`src/rtl/cpu_mem_if.sv`:
```
// Shared single-port memory bus between the CPU control sequencer (master)
// and the memory subsystem (slave).
interface cpu_mem_if;
    logic       mem_req;
    logic       mem_we;
    logic       mem_addr_sel;
    logic       mem_ready;
    logic [7:0] mem_rdata;

    modport master (
        output mem_req,
        output mem_we,
        output mem_addr_sel,
        input  mem_ready,
        input  mem_rdata
    );

    modport slave (
        input  mem_req,
        input  mem_we,
        input  mem_addr_sel,
        output mem_ready,
        output mem_rdata
    );
endinterface

```
`src/rtl/cpu_ctrl_fsm.sv`:
```
// Multi-cycle control sequencer for the 8-bit softcore: fetch/decode/exec/mem/wb,
// memory-port arbitration between fetch and LB/SB, and bus timeout detection.
module cpu_ctrl_fsm #(
    parameter int MEM_TIMEOUT = 15,
    parameter int RETIRE_W    = 16
) (
    input  logic                clk,
    input  logic                rst_n,
    input  logic                run,
    input  logic                branch_cond,
    cpu_mem_if.master           mem,
    output logic [7:0]          ir,
    output logic [7:0]          mdr,
    output logic                pc_inc,
    output logic                pc_load,
    output logic                reg_we,
    output logic                insn_valid,
    output logic                bus_err,
    output logic [RETIRE_W-1:0] insn_retired,
    output logic [2:0]          state
);

    typedef enum logic [2:0] {
        S_IDLE   = 3'd0,
        S_FETCH  = 3'd1,
        S_DECODE = 3'd2,
        S_EXEC   = 3'd3,
        S_MEM    = 3'd4,
        S_WB     = 3'd5
    } state_t;

    localparam logic [3:0] OP_CPYPC  = 4'h8;
    localparam logic [3:0] OP_LB     = 4'h9;
    localparam logic [3:0] OP_SB     = 4'hA;
    localparam logic [3:0] OP_JMPADR = 4'hB;
    localparam logic [3:0] OP_JMPI   = 4'hC;
    localparam logic [3:0] OP_BLT    = 4'hD;

    localparam logic [7:0] WAIT_LAST = 8'(MEM_TIMEOUT - 1);

    state_t                state_q, state_d;
    logic [7:0]            ir_q, ir_d;
    logic [7:0]            mdr_q, mdr_d;
    logic [7:0]            wait_q, wait_d;
    logic                  bus_err_q, bus_err_d;
    logic [RETIRE_W-1:0]   retired_q, retired_d;

    logic                  mem_req_c;
    logic                  mem_we_c;
    logic                  mem_addr_sel_c;
    logic                  pc_inc_c;
    logic                  pc_load_c;
    logic                  reg_we_c;
    logic                  insn_valid_c;
    logic                  retire_c;

    logic [3:0]            opcode;
    logic                  is_lb;
    logic                  is_sb;

    assign opcode = ir_q[7:4];
    assign is_lb  = (opcode == OP_LB);
    assign is_sb  = (opcode == OP_SB);

    always_ff @(posedge clk or negedge rst_n) begin
        if (!rst_n) begin
            state_q   <= S_IDLE;
            ir_q      <= 8'h00;
            mdr_q     <= 8'h00;
            wait_q    <= 8'h00;
            bus_err_q <= 1'b0;
            retired_q <= '0;
        end else begin
            state_q   <= state_d;
            ir_q      <= ir_d;
            mdr_q     <= mdr_d;
            wait_q    <= wait_d;
            bus_err_q <= bus_err_d;
            retired_q <= retired_d;
        end
    end

    always_comb begin
        state_d        = state_q;
        ir_d           = ir_q;
        mdr_d          = mdr_q;
        wait_d         = wait_q;
        bus_err_d      = bus_err_q;
        retired_d      = retired_q;
        mem_req_c      = 1'b0;
        mem_we_c       = 1'b0;
        mem_addr_sel_c = 1'b0;
        pc_inc_c       = 1'b0;
        pc_load_c      = 1'b0;
        reg_we_c       = 1'b0;
        insn_valid_c   = 1'b0;
        retire_c       = 1'b0;

        unique case (state_q)
            S_IDLE: begin
                if (run) begin
                    state_d   = S_FETCH;
                    bus_err_d = 1'b0;
                    wait_d    = 8'h00;
                end
            end

            S_FETCH: begin
                mem_req_c = 1'b1;
                if (mem.mem_ready) begin
                    ir_d     = mem.mem_rdata;
                    pc_inc_c = 1'b1;
                    state_d  = S_DECODE;
                end else if (wait_q == WAIT_LAST) begin
                    bus_err_d = 1'b1;
                    state_d   = S_IDLE;
                end else begin
                    wait_d = wait_q + 8'd1;
                end
            end

            S_DECODE: begin
                insn_valid_c = 1'b1;
                if (is_lb || is_sb) begin
                    state_d = S_MEM;
                    wait_d  = 8'h00;
                end else begin
                    state_d = S_EXEC;
                end
            end

            S_EXEC: begin
                insn_valid_c = 1'b1;
                retire_c     = 1'b1;
                if (opcode <= OP_CPYPC) begin
                    reg_we_c = 1'b1;
                end else if (opcode == OP_JMPADR || opcode == OP_JMPI) begin
                    pc_load_c = 1'b1;
                end else if (opcode >= OP_BLT) begin
                    pc_load_c = branch_cond;
                end
            end

            S_MEM: begin
                mem_req_c      = 1'b1;
                mem_addr_sel_c = 1'b1;
                mem_we_c       = is_sb;
                if (mem.mem_ready) begin
                    if (is_sb) begin
                        retire_c = 1'b1;
                    end else begin
                        mdr_d   = mem.mem_rdata;
                        state_d = S_WB;
                    end
                end else if (wait_q == WAIT_LAST) begin
                    bus_err_d = 1'b1;
                    state_d   = S_IDLE;
                end else begin
                    wait_d = wait_q + 8'd1;
                end
            end

            S_WB: begin
                reg_we_c = 1'b1;
                retire_c = 1'b1;
            end

            default: begin
                state_d = S_IDLE;
            end
        endcase

        // run is only looked at here, so an instruction in flight always completes
        if (retire_c) begin
            retired_d = retired_q + RETIRE_W'(1);
            wait_d    = 8'h00;
            state_d   = run ? S_FETCH : S_IDLE;
        end
    end

    assign mem.mem_req      = mem_req_c;
    assign mem.mem_we       = mem_we_c;
    assign mem.mem_addr_sel = mem_addr_sel_c;

    assign ir           = ir_q;
    assign mdr          = mdr_q;
    assign pc_inc       = pc_inc_c;
    assign pc_load      = pc_load_c;
    assign reg_we       = reg_we_c;
    assign insn_valid   = insn_valid_c;
    assign bus_err      = bus_err_q;
    assign insn_retired = retired_q;
    assign state        = state_q;

endmodule

```
`src/flat_wrapper.sv`:
```
// flat-port wrapper written by rule: the top's interface ports become plain ports
module cpu_ctrl_fsm_flat 
#(
    parameter int MEM_TIMEOUT = 15,
    parameter int RETIRE_W    = 16
)
  (clk, rst_n, run, branch_cond, ir, mdr, pc_inc, pc_load, reg_we, insn_valid, bus_err, insn_retired, state, mem_mem_req, mem_mem_we, mem_mem_addr_sel, mem_mem_ready, mem_mem_rdata);
  cpu_mem_if mem_i ();
  input  logic clk;
  input  logic rst_n;
  input  logic run;
  input  logic branch_cond;
  output logic [7:0] ir;
  output logic [7:0] mdr;
  output logic pc_inc;
  output logic pc_load;
  output logic reg_we;
  output logic insn_valid;
  output logic bus_err;
  output logic [RETIRE_W-1:0] insn_retired;
  output logic [2:0] state;
  output wire logic [$bits(mem_i.mem_req)-1:0] mem_mem_req;
  output wire logic [$bits(mem_i.mem_we)-1:0] mem_mem_we;
  output wire logic [$bits(mem_i.mem_addr_sel)-1:0] mem_mem_addr_sel;
  input wire logic [$bits(mem_i.mem_ready)-1:0] mem_mem_ready;
  input wire logic [$bits(mem_i.mem_rdata)-1:0] mem_mem_rdata;
  assign mem_mem_req = mem_i.mem_req;
  assign mem_mem_we = mem_i.mem_we;
  assign mem_mem_addr_sel = mem_i.mem_addr_sel;
  assign mem_i.mem_ready = mem_mem_ready;
  assign mem_i.mem_rdata = mem_mem_rdata;
  cpu_ctrl_fsm #(.MEM_TIMEOUT(MEM_TIMEOUT), .RETIRE_W(RETIRE_W)) u_core (.clk(clk), .rst_n(rst_n), .run(run), .branch_cond(branch_cond), .mem(mem_i), .ir(ir), .mdr(mdr), .pc_inc(pc_inc), .pc_load(pc_load), .reg_we(reg_we), .insn_valid(insn_valid), .bus_err(bus_err), .insn_retired(insn_retired), .state(state));
endmodule
```
`config.mk`:
```
export PLATFORM = sky130hd
export DESIGN_NAME = cpu_ctrl_fsm_flat
export DESIGN_NICKNAME = d
export VERILOG_FILES = /design/src/rtl/cpu_mem_if.sv /design/src/rtl/cpu_ctrl_fsm.sv /design/src/flat_wrapper.sv
export SDC_FILE = /design/constraint.sdc
export NUM_CORES = 1
export LEC_CHECK = 0
export CAP_MARGIN = 40
export CORE_UTILIZATION = 49
export DETAILED_ROUTE_END_ITERATION = 10
export GPL_ROUTABILITY_DRIVEN = 0
export PLACE_DENSITY = 0.88
export SLEW_MARGIN = 20
export SYNTH_ARGS = -nofsm -noshare
export SYNTH_HDL_FRONTEND = slang
export SYNTH_SLANG_ARGS = --single-unit
```
`constraint.sdc`:
```
create_clock -name clk -period 2.7 [get_ports clk]
set_input_delay 0.54 -clock clk [delete_from_list [all_inputs] [get_ports clk]]
set_output_delay 0.54 -clock clk [all_outputs]
set_load 0.005 [all_outputs]
```
# Word level (Yosys, flattened, before mapping)
# Index checks and enable logic that the tools add are counted.
dict set report totals {
  input_bits 13
  memories 0
  regBits 44
  ramBits 0
  romBits 0
  latchBits 0
  elab_cells 77
  output_inout_bits 43
}
dict set report classes {
  n_mux 34
  mul 0
  shift 0
  magnitude_cmp 2
  n_eq_ne 19
  n_addsub 2
  div_mod_pow 0
  n_bitwise 1
  n_reduce_logical 13
}
# op n
set op_table {}
lappend op_table {{2-to-1 mux 8 bit} 5}
lappend op_table {{one-hot mux 8 bit (3 select lines)} 1}
lappend op_table {{2-to-1 mux 3 bit} 7}
lappend op_table {{2-to-1 mux 1 bit} 17}
lappend op_table {{adder 16 x 1 -> 16 bit, second input constant} 1}
lappend op_table {{== test 4 bit, second input constant} 4}
lappend op_table {{one-hot mux 3 bit (5 select lines)} 1}
lappend op_table {{!= test 3 x 2 -> 1 bit, second input constant} 3}
lappend op_table {{adder 8 x 1 -> 8 bit, second input constant} 1}
lappend op_table {{== test 8 x 4 -> 1 bit, second input constant} 1}
lappend op_table {{== test 3 x 2 -> 1 bit, second input constant} 2}
lappend op_table {{== test 3 bit, second input constant} 2}
lappend op_table {{one-hot mux 1 bit (2 select lines)} 3}
lappend op_table {{AND reduction 3 bit} 2}
lappend op_table {{OR reduction 2 bit} 3}
lappend op_table {{AND reduction 5 bit} 1}
lappend op_table {{>= comparator 4 bit, second input constant} 1}
lappend op_table {{less-or-equal comparator 4 bit, second input constant} 1}
lappend op_table {{!= test 2 x 1 -> 1 bit, second input constant} 2}
lappend op_table {{!= test 2 bit, second input constant} 2}
lappend op_table {{!= test 4 x 3 -> 1 bit, second input constant} 1}
lappend op_table {{AND reduction 4 bit} 1}
lappend op_table {{nonzero test 4 bit} 1}
lappend op_table {{== test 3 x 1 -> 1 bit, second input constant} 1}
lappend op_table {{other kinds (6)} 7}

# Longest topological paths before layout
dict set report logic_depth {
  word_depth 6
  depth_mapped 8
  ltp_nobuf 7
}

# Least setup slack after synthesis
# No wires, ideal clock.
dict set report synth_timing {
  path_type {in2reg}
  startpoint {input port mem_mem_ready}
  endpoint {register u_core.wait_q[1]}
  path_buffers 1
  t_required_ns 2.575
  arrival_time_ns 1.817
  stages 6
  setup_slack_ns 0.758
  setup_time_ns 0.125
  cell_sequence {clkbuf_1 and4bb_2 a41oi_2 a31oi_2 nor2_4 mux2_4}
}
dict set report synth_between {
  elab_chain_len 4
  word_cells_on_any_way 9
  classes_between {4 x eq/ne; 3 x mux; 2 x reduce/logical}
}
# element line
set synth_rtl {}
lappend synth_rtl {{start: declaration} flat_wrapper.sv:25} ;# input wire logic [$bits(mem_i.mem_ready)-1:0] mem_mem_ready;
lappend synth_rtl {{2-to-1 mux 1 bit} cpu_ctrl_fsm.sv:148} ;# if (mem.mem_ready) begin
lappend synth_rtl {{one-hot mux 1 bit (2 select lines)} cpu_ctrl_fsm.sv:99} ;# unique case (state_q)
lappend synth_rtl {{!= test 3 x 1 -> 1 bit (no source line) (tied with other cells)} -}
lappend synth_rtl {{AND reduction 5 bit (no source line)} -}
lappend synth_rtl {{end signal: assignment} cpu_ctrl_fsm.sv:77} ;# wait_q <= wait_d;
lappend synth_rtl {{end: declaration} cpu_ctrl_fsm.sv:44} ;# logic [7:0] wait_q, wait_d;
# Several ways; a longest one is shown, not always the timed one.
# A chain may end at the register's enable or synchronous reset.

# Worst setup path in the final report
dict set report layout_timing {
  startpoint {register u_core.state_q[2] (netlist: u_core.state[2])}
  endpoint {output port pc_load}
}
dict set report layout_between {
  elab_chain_len 2
}
# element line
set layout_rtl {}
lappend layout_rtl {{start: declaration} cpu_ctrl_fsm.sv:41} ;# state_t state_q, state_d;
lappend layout_rtl {{start signal: assignment} cpu_ctrl_fsm.sv:74} ;# state_q <= state_d;
lappend layout_rtl {{== test 3 x 2 -> 1 bit} cpu_ctrl_fsm.sv:99}
lappend layout_rtl {{2-to-1 mux 1 bit} cpu_ctrl_fsm.sv:99}
lappend layout_rtl {{end: declaration} flat_wrapper.sv:16} ;# output logic pc_load;
# Every way passes these cells.

==> results.cfg <==
[sta]
worst_slew_margin_rel_pct = 62.1
setup_slack_ns = 0.187
max_freq_ghz = 0.398
tightest_slew_ns = 0.569
setup_viol = 0
drv_slew = 0
fin_skew_ns = 0.00885
fin_crit_sh_pct = 93.1
setup_tns_ns = 0
post-route-min-period_ns = 2.51
hold_viol_final = 0
rsz0062_at_grt = false
whs_ns = 0.181

[yosys]
syn-instance-count = 208
synth_area_per_cell_um2 = 11.1
yosys.area_share.simple_pct = 20.1
synth_fa_ha_area_share_pct = 1.63
synth_area_leaders = dfrtp_1 (48%), mux2_2 (7.8%), xnor2_1 (4.9%)
seq_area_frac_synth_pct = 47.7
synth_area_um2 = 2310
post_synth_xor_area_fraction_pct = 6.45
synth_top_family_by_area = simple AND/OR/NAND/NOR gates
synth_compound_area_share_pct = 12.8
synth_top_area_share_pct = 47.7
yosys.area.top_type = dfrtp_1
synth-seq-cells = 44
synth-async-reset-ratio_pct = 100
yosys_warnings = 0
synthMuxAreaShare_pct = 8.46
syn_nets = 224
synth_cell_types = 48
ys.flop_type = dfrtp_1
synth_edf_count = 0

[clocking]
cts_setup_buffers = 0
clockBufferDepth = 2
ctsHoldBuffers = 0
root_buffer = clkbuf_8
cts_tree = built
cts_made_buffers = 5
cts_resized = 0
insertion_delay_ns = 0.30
clkTransAtPathRegs_ns = 0.08
cts.sinks = 44
cts_max_level = 2

[drt]
num_vias = 1795
ant_nets = 0
wl_per_cell_um = 15.6
routed_via_density = 5.68
wl_um = 4940
dr.pass1.iters = 9
drtIter0Drc = 116
drcViolationCount = 6

[power]
p_int_mw = 1.88
clkPwrFrac_pct = 20.6
p_leak_nw = 1.32
sequentialPowerShare_pct = 37.5
pwr-share-comb_pct = 41.9
power.switching_mw = 0.974
swShare_pct = 34.2
p_per_area_nw_per_um2 = 942
ir_drop_v = 0.000506

[run_status]
violations = design-rule violations
status = finished with violations

[finish]
multi_input_area_um2 = 1140
final_cell_area_um2 = 3020
areaGrowthSynthToFinish_pct = 31.0
drive_above_1_share_pct = 14.4
regArea_um2 = 1100
layout_commonest_cell = clkdlybuf4s50_1
diodes = 0
utilization_pct = 68.0
mostFrequentLayoutCells = clkdlybuf4s50_1 (54), dfrtp_1 (44), mux2_2 (16)
fillers = 346
layout.nets = 280

[setup_path]
crit_chain = and2b_1, and4_1, clkdlybuf4s50_1
crit_end = pc_load
endpoint_kind = primary output
r2r-start = u_core.state[0]
cp_slowest_cell = dfrtp_1
crit_arrival_ns = 1.97
required_ns = 2.16
r2r_end = u_core.wait_q[4]
r2r_cells = 5
crit_start = u_core.state[2]
cp_slowest_stage_delay_ns = 0.56
cp-start-kind = flop
r2r_slack_ns = 0.50
cp_max_fo = 17
crit_type = flop to primary output

[place]
place_ws_ns = 0.248
hpwlAfterDp_um = 3530
post_dp_cell_area_um2 = 2900
port_buffers = 55

[grt]
grt_pass1_vias = 1775
grt_overflow = 0
antenna_found_initial = 0
grt_use_total_pct = 21.5
grt_max_degree = 25
grt_first_pass_wirelength_um = 8250

[run]
cap_violations = 0

[floorplanning]
die_w_um = 70.6
fp.dieH_um = 70.6
die_area_um2 = 4990
io_pins = 56
start_util_pct = 51.9
rows = 24
coreArea_um2 = 4440

[hold_path]
hold_path_class = input port to asynchronous set/reset pin
-- power groups by stage --
stage	sequential, mW	clock, mW	combinational (mW)
after floorplan	1.02	0	0.725
after CTS	1.07	0.597	1.20
after global routing	1.11	0.618	1.30
after global placement	1.07	0	1.16
after detailed placement	1.08	0	1.19
final	1.07	0.586	1.19
-- cell type report --
cell class,instances,share of cell area (%)
clock buffer,5,2.28
clock inverter,2,1.99
inverter,5,0.621
multi-input combinational,150,37.8
sequential,44,36.4
tap,52,2.15
timing repair buffer,58,18.8
-- cells by family after synthesis --
kind of cell / count (synthesis)
xor gates and xnor gates: 17
adders and majority gates: 3
and+or+nand+nor: 76
muxes: 17
AOI/OAI and AO/OA: 37
buffers and inverters: 14
DFF: 44
-- synthesized netlist by cell type, types with 2 or more instances --
cell type,number
o21ai_0,9
nor2_1,12
buf_4,2
nor2b_1,3
dfrtp_1,44
and2_1,2
buf_2,4
ha_1,3
mux2_2,16
clkbuf_1,3
nand2b_1,5
a21oi_1,8
nand3b_1,2
or2b_1,4
inv_1,5
and3_1,10
nor3_1,2
nand2_1,13
and4_1,4
xor2_1,4
nand3_1,6
xnor2_1,13
a31oi_1,5
nand4_1,5
-- metal layers --
| metal | up-vias | track usage [%] | wire length [um] |
|---|---|---|---|
| li1 | 863 | - | - |
| met1 | 882 | 28.3 | 2260 |
| met2 | 42 | 33.7 | 2330 |
| met3 | 8 | 6.41 | 266 |
| met4 | 0 | 8.89 | 84 |
| met5 | - | 0 | 0 |
-- per-stage QoR --
stage | std cells | power, mW
2_1_floorplan | 208 | 1.74
3_3_place_gp | 309 | 2.23
3_5_place_dp | 309 | 2.27
4_1_cts | 316 | 2.87
5_1_grt | 316 | 3.03
6_report | 316 | 2.85
-- state kept, by name, indices dropped and copies added, names as in the netlist --
| signal | flops |
|---|---|
| u_core.mdr | 8 |
| u_core.wait_q | 8 |
| u_core.state | 3 |
| u_core.insn_retired | 16 |
| u_core.bus_err | 1 |
| u_core.ir | 8 |
-- worst max-delay path: cells and delay by family, from the launching register on --
kind | cells | cell delay, ns
DFF | 1 | 0.56
buffers and inverters | 1 | 0.49
and+or+nand+nor | 2 | 0.62
-- worst min-delay path by stage --
stage	start	endpoint	slack, ns	cells after the start
2_1_floorplan	rst_n	u_core.bus_err	0.24	0
3_5_place_dp	u_core.insn_retired[15]	u_core.insn_retired[15]	0.46	1
6_report	rst_n	u_core.mdr[2]	0.18	1
3_3_place_gp	u_core.insn_retired[15]	u_core.insn_retired[15]	0.46	1
5_1_grt	rst_n	u_core.mdr[6]	0.21	1
4_1_cts	rst_n	u_core.mdr[6]	0.19	1
(Power assumes the default switching activity.)
